File: src/rtl/clkdiv_multi.sv
// Multi-channel tick/strobe generator with per-channel square-wave output.
// Optional CLKDIV_SHADOW_LIM_EN: limit is latched at period boundaries.
module clkdiv_multi #(
   parameter int NCH   = 2,
   parameter int WIDTH = 8
) (
   input  logic                 clk,
   input  logic                 rst,
   input  logic [NCH-1:0]       en,
   input  logic [NCH-1:0]       clr,
   input  logic [NCH*WIDTH-1:0] lim,
   output logic [NCH-1:0]       tick,
   output logic [NCH-1:0]       wave,
   output logic                 busy
);

   // run is low for the release edge, so counting starts one edge later
   logic run;

   always_ff @(posedge clk) begin
      if (!rst) run <= 1'b0;
      else      run <= 1'b1;
   end

   always_ff @(posedge clk) begin
      if (!rst || !run) busy <= 1'b0;
      else              busy <= |en;
   end

   for (genvar i = 0; i < NCH; i++) begin : g_ch
      logic [WIDTH-1:0] cnt;
      logic [WIDTH-1:0] lim_in;
      logic [WIDTH-1:0] lim_eff;
      logic             wrap;

      assign lim_in = lim[i*WIDTH +: WIDTH];
      assign wrap   = cnt >= lim_eff;

`ifdef CLKDIV_SHADOW_LIM_EN
      always_ff @(posedge clk) begin
         if (!rst)
            lim_eff <= '0;
         else if (!run || clr[i] || (en[i] && wrap))
            lim_eff <= lim_in;
      end
`else
      assign lim_eff = lim_in;
`endif

      always_ff @(posedge clk) begin
         if (!rst || !run) begin
            cnt     <= '0;
            tick[i] <= 1'b0;
            wave[i] <= 1'b0;
         end else if (clr[i]) begin
            cnt     <= '0;
            tick[i] <= 1'b0;
            wave[i] <= 1'b0;
         end else if (!en[i]) begin
            tick[i] <= 1'b0;
         end else if (wrap) begin
            cnt     <= '0;
            tick[i] <= 1'b1;
            wave[i] <= ~wave[i];
         end else begin
            cnt     <= cnt + 1'b1;
            tick[i] <= 1'b0;
         end
      end
   end

endmodule

File: config.mk
export PLATFORM = sky130hd
export DESIGN_NAME = clkdiv_multi
export DESIGN_NICKNAME = d
export VERILOG_FILES = /design/src/rtl/clkdiv_multi.sv
export SDC_FILE = /design/constraint.sdc
export NUM_CORES = 1
export LEC_CHECK = 0
export CAP_MARGIN = 20
export CORE_MARGIN = 8
export CORE_UTILIZATION = 45
export CTS_CLUSTER_SIZE = 16
export DETAILED_ROUTE_END_ITERATION = 7
export GPL_TIMING_DRIVEN = 0
export PLACE_DENSITY = 0.75
export SKIP_CTS_REPAIR_TIMING = 1
export SYNTH_ARGS = -nofsm -noshare
export SYNTH_HDL_FRONTEND = slang
export SYNTH_SLANG_ARGS = --single-unit
File: constraint.sdc
create_clock -name clk -period 1.8 [get_ports clk]
set_clock_uncertainty 0.2 [all_clocks]
set_input_delay 0.18 -clock clk [delete_from_list [all_inputs] [get_ports clk]]
set_output_delay 0.18 -clock clk [all_outputs]
set_load 0.1 [all_outputs]
==> results.yml, run 1 <==
status:
  run_status: "finished with violations"
  failed_checks: "negative setup slack"
worst_setup_path:
  worstPathArrival_ps: 1970
  crit_buf_inv: 2
  cp.required_ps: 1830
  cpPeakStageDelay_ps: 470
  critPathMaxFanout: 8
  worst_r2r_path_depth: 5
  r2r_start: "g_ch[1].cnt[6]"
  path_cells: "clkdlybuf4s50_1 > inv_2 > ha_4 > and3_4 > a221o_1 > a221o_2 > nor2_1"
  crit_type: "in -> reg"
  cp-start-kind: "input port"
  startpoint: "lim[14]"
  worstSetupEndpointType: "flip-flop"
  endpoint: "g_ch[1].cnt[6]"
  crit_cells: 7
  crit_path_top_delay_cell: "clkdlybuf4s50_1"
  r2r_slack_ps: -140
  r2r_end: "g_ch[1].cnt[6]"
  crit_family: "compound AO/OA/AOI/OAI gates"
die:
  initial_core_util_pct: 46.49
  core_um2: 2710
  die_h_um: 68.92
  io-pin-count: 27
  row_count: 19
  die-area_um2: 4749
  chipWidth_um: 68.92
detailed_routing:
  antenna_left: 0
  num_vias: 1058
  remaining_drc_errors: 0
  dr.pass1.iters: 4
  viasPerCell: 5.062
  routed_wl_um: 2677
  wire_per_inst_um: 12.81
  first_iter_violations: 26
global_route:
  antenna_found_initial: 0
  grt_max_degree: 13
  grt_pass1_wl_um: 4416
  grtUsageTotal_pct: 11.82
  grt_pass1_vias: 1090
  grt-ovfl-total: 0
place:
  post-dp-hpwl_um: 2083
  dp_cells: 198
  dp_slack_ps: -522.2
  gp_congestion: 0.7975
  portBuffers: 24
  place_area_um2: 1597
sta:
  slew_headroom_pct: 35.49
  clock.fmax_mhz: 513.9
  finalHoldViolCount: 0
  slew_viol_final: 0
  worst_slew_pin_slew_ps: 966.0
  fin_tns_setup_ps: -2239
  post-route-period-util_pct: 108.1
  period_needed_ps: 1946
  finalWorstSetupSlack_ps: -145.7
  setup_viol: 19
  fin_hold_ws_ps: 15.70
  rsz0062_at_grt: "true"
clock_network:
  htreeDepth: 1
  cts.sinks: 22
  root_buffer: "clkbuf_4"
  clk_latency_ps: 300
  cts_tree: "done"
  cts_buffers: 3
  clk_path_buf_depth: 2
  clkTransAtPathRegs_ps: 120
logic_synthesis:
  synth_area_um2: 1260
  yosysUniqueCellTypes: 21
  synth_nets: 183
  ys_ff_latch: 22
  yosys_warnings: 0
  synthCells: 143
  yosysSeqAreaShare_pct: 34.96
  syn-mean-instance-area_um2: 8.811
power:
  p_sw_uw: 196.1
  clkPwrFrac_pct: 30.1
  sw_frac_of_total_pct: 22.52
  powerDensity_nw_per_um2: 499.0
  p_comb_share_pct: 14.1
  leakagePower_nw: 0.7935
  internal_power_uw: 674.7
  vdd_drop_max_v: 0.0003535
  seqPwrFrac_pct: 55.8
final_layout:
  fin_cells: 209
  multi_input_area_um2: 847.1
  synthToLayoutAreaGrowth_pct: 38.53
  fin_nets: 219
  final_area_um2: 1745
  n_fill_cell: 251
  seq_area_um2: 462.9
  drive_gt1_share_pct: 25.84
  antenna_cells: 0
min_path:
  hold_class: "in -> reg"
job:
  cap_violations: 0
==> metrics by stage <==
| step | total power, mW | utilization [%] |
|---|---|---|
| 3_3_place_gp | 0.6154 | 58.91 |
| 6_report | 0.8709 | 64.40 |
| 4_1_cts | 0.8841 | 60.25 |
| 3_5_place_dp | 0.6208 | 58.91 |
| 2_1_floorplan | 0.5642 | - |
| 5_1_grt | 0.9139 | 64.40 |
==> synthesized netlist by cell type <==
library cell,number,share of area (%)
o21ai_0,4,1.6
nand4_1,4,2.0
and3_4,2,1.8
or3_1,2,0.99
xnor2_1,8,5.6
a22oi_1,2,1.2
or2_2,2,0.99
buf_2,2,0.79
nor3_1,2,0.79
nand2_1,11,3.3
xor2_1,6,4.2
dfxtp_1,22,35
ha_1,18,18
a221o_2,2,1.8
o2111a_1,2,1.8
a221o_1,2,1.6
nor2_1,28,8.3
mux2i_1,4,3.2
nor3b_1,2,1.2
inv_1,16,4.8
a21o_2,2,1.4
==> worst min path at each step <==
| stage | to | slack (ps) | startpoint | cells past startpoint |
|---|---|---|---|---|
| final | busy | 20 | en[0] | 3 |
| after global routing | busy | 40 | en[0] | 3 |
| after CTS | busy | 2 | en[0] | 3 |
| after detailed placement | wave[0] | 270 | wave[0] | 2 |
| after global placement | wave[1] | 260 | wave[1] | 2 |
| after floorplan | run | 8 | rst | 0 |
==> worst register-to-register path, delay by kind of cell, from the launching register on <==
family / cells / cell delay, ps
DFF: 1 / 370
AOI/OAI and AO/OA: 2 / 780
adders and majority gates: 1 / 240
and+or+nand+nor: 2 / 290
==> sequential cells by signal, indices dropped and copies added (netlist names) <==
register,flops
busy,1
run,1
wave,2
g_ch.cnt,16
tick,2
==> logic make-up after synthesis <==
kind of cell / synth area share, %
compound gates: 9.334
flops: 34.96
fa+ha+maj: 17.88
mux: 3.178
simple gates: 19.36
buf+inv: 5.561
xor+xnor: 9.732
==> layout by cell type, fill, tap and decap left out, drive strengths merged <==
| cell type | count |
|---|---|
| buf | 9 |
| nor3b | 2 |
| or2 | 2 |
| ha | 18 |
| nand2 | 11 |
| and3 | 2 |
| clkdlybuf4s50 | 16 |
| a221o | 4 |
| a21o | 2 |
| xor2 | 6 |
| dlymetal6s2s | 5 |
| clkbuf | 7 |
| mux2i | 4 |
| a22oi | 2 |
| xnor2 | 8 |
| o2111a | 2 |
| o21ai | 4 |
| inv | 16 |
| dfxtp | 22 |
| nand4 | 4 |
| nor3 | 2 |
| nor2 | 28 |
| or3 | 2 |
==> cell type report <==
class	instances	area share, %
Buffer	2	0.5735
Multi-Input combinational cell	103	48.53
Clock buffer	4	2.079
Tap cell	31	2.222
Timing Repair Buffer	31	16.63
Sequential cell	22	26.52
Inverter	16	3.441
==> power by group through the flow <==
stage / logic, mW / clock network, mW / registers (mW)
after floorplan: 0.0516 / 0 / 0.513
final: 0.123 / 0.262 / 0.486
after detailed placement: 0.117 / 0 / 0.504
after global routing: 0.134 / 0.293 / 0.487
after global placement: 0.112 / 0 / 0.504
after CTS: 0.118 / 0.273 / 0.493
==> metal layers <==
layer  vias to the layer above  routed length, um  track usage, %  part of all wire [%]
li1                        550                  -               -                     -
met1                       489               1144           12.35                    43
met2                        17               1381           22.09                    52
met3                         2                135           2.908                   5.0
met4                         0                 15           4.511                  0.56
met5                         -                  0               0                     0
Power figures use the tool's default switching activity.
==> inputs of run 2 (changes only) <==
- SETUP_SLACK_MARGIN: unset -> 0.1
- SLEW_MARGIN: unset -> 5
==> results.yml, run 2 (synthesized netlist as in run 1, its figures left out) <==
status:
  run_status: "finished with violations"
  failed_checks: "negative setup slack"
global_route:
  grtUsageTotal_pct: 11.82
  grt_pass1_vias: 1090
  grt_pass1_wl_um: 4416
  grt_max_degree: 13
  grt-ovfl-total: 0
  antenna_found_initial: 0
sta:
  post-route-period-util_pct: 110.1
  period_needed_ps: 1981
  slew_headroom_pct: 63.67
  rsz0062_at_grt: "true"
  finalWorstSetupSlack_ps: -181.1
  worst_slew_pin_slew_ps: 547.3
  slew_viol_final: 0
  fin_hold_ws_ps: 17.69
  finalHoldViolCount: 0
  setup_viol: 19
  clock.fmax_mhz: 504.8
final_layout:
  fin_cells: 209
  synthToLayoutAreaGrowth_pct: 37.14
  regMostFlops: "g_ch.cnt"
  final_area_um2: 1728
  fin_nets: 219
  drive_gt1_share_pct: 28.65
  layout_commonest_cell: "nor2_1"
  antenna_cells: 0
  top_regs: "g_ch.cnt: 16 flops, tick: 2 flops, wave: 2 flops"
  largest_reg_flops: 16
  final_cell_mix: "nor2_1, clkdlybuf4s50_1, dfxtp_1, inv_1, ha_1"
clock_network:
  cts.sinks: 22
  htreeDepth: 1
  clk_path_buf_depth: 2
  clkTransAtPathRegs_ps: 120
  clk_latency_ps: 300
  cts_tree: "done"
  root_buffer: "clkbuf_4"
  cts_buffers: 3
die:
  chipWidth_um: 68.92
  initial_core_util_pct: 46.49
  die-area_um2: 4749
  core_um2: 2710
  row_count: 19
  io-pin-count: 27
  die_h_um: 68.92
power:
  total_power_uw: 872.4
  leakagePower_nw: 0.7475
  vdd_drop_max_v: 0.0003810
  powerDensity_nw_per_um2: 504.9
detailed_routing:
  num_vias: 1069
  remaining_drc_errors: 0
  wire_per_inst_um: 12.62
  first_iter_violations: 25
  routed_wl_um: 2637
  top_layer_used: "met4"
  dr.pass1.iters: 4
  met3WireLength_um: 148
  wl_met2_um: 1330
  viasPerCell: 5.115
  antenna_left: 0
  wl_met1_um: 1144
worst_setup_path:
  r2r_end: "g_ch[1].cnt[2]"
  worstSetupEndpointType: "flip-flop"
  endpoint: "g_ch[1].cnt[2]"
  r2r_start: "g_ch[1].cnt[5]"
  cp-start-kind: "input port"
  critPathMaxFanout: 8
  r2r_slack_ps: -180
  startpoint: "lim[13]"
  worst_r2r_path_depth: 5
  worstPathArrival_ps: 2020
  cp.required_ps: 1840
  crit_type: "in -> reg"
place:
  place_area_um2: 1597
  post-dp-hpwl_um: 2083
  portBuffers: 24
  dp_cells: 198
  gp_congestion: 0.7975
min_path:
  min_from: "en[0]"
  holdPathStages: 3
  hold_class: "in -> reg"
job:
  cap_violations: 0
==> run 2: cell types whose count changed in the layout (fill, tap and decap cells not counted), moves of 2 or more <==
cell | previous run | this run
clkbuf_2 | 3 | 5
nor2_2 | 3 | 6
nor2_1 | 25 | 22
dlymetal6s2s_1 | 5 | 2
==> run 2: final cells by class <==
cell class,count,area [um^2]
fillers,240,982.2
multi-input cells,103,849.6
flip-flops and latches,22,460.4
repair buffers,31,272.8
inverters,16,60.06
well taps,31,38.79
clock buffers,4,36.28
plain buffers,2,10.01
==> run 2: worst max-delay path: stages <==
cell             delay, ps
clkdlybuf4s50_1        460
inv_1                   60
ha_4                   210
and3_4                 170
a221o_1                370
a221o_2                440
nor2_1                 140
==> run 2: through the flow <==
step           setup WS, ps  TNS [ps]  utilization [%]
2_1_floorplan        -3.145    -18.59                -
3_3_place_gp         -465.8     -8516            58.91
3_5_place_dp         -522.2     -9398            58.91
4_1_cts              -412.8     -4954            60.25
5_1_grt              -226.0     -3637            63.76
6_report             -181.1     -2635            63.76
==> run 2: metal layers <==
metal / vias up / track usage (%)
met2: 21 / 22.09
met4: 0 / 4.511
li1: 551 / -
met3: 2 / 2.908
met5: - / 0
met1: 495 / 12.35
==> run 2: worst min-delay path by stage <==
stage / end / slack (ps)
global placement: wave[1] / 260
detailed placement: wave[0] / 270
global route: busy / 40
finish: busy / 20
floorplan: run / 8
CTS: busy / 2
==> run 2: where the power goes <==
part,leakage [nW],switching [mW],internal (mW)
Clock,0.0210,0.140,0.123
Sequential,0.183,0.00258,0.485
Combinational,0.543,0.0553,0.0668
Total,0.747,0.198,0.675
==> inputs of run 3 (changes only) <==
- SLEW_MARGIN: 5 -> unset
==> results of run 3 <==
Final layout, timing and power as in run 2 (identical DEF).
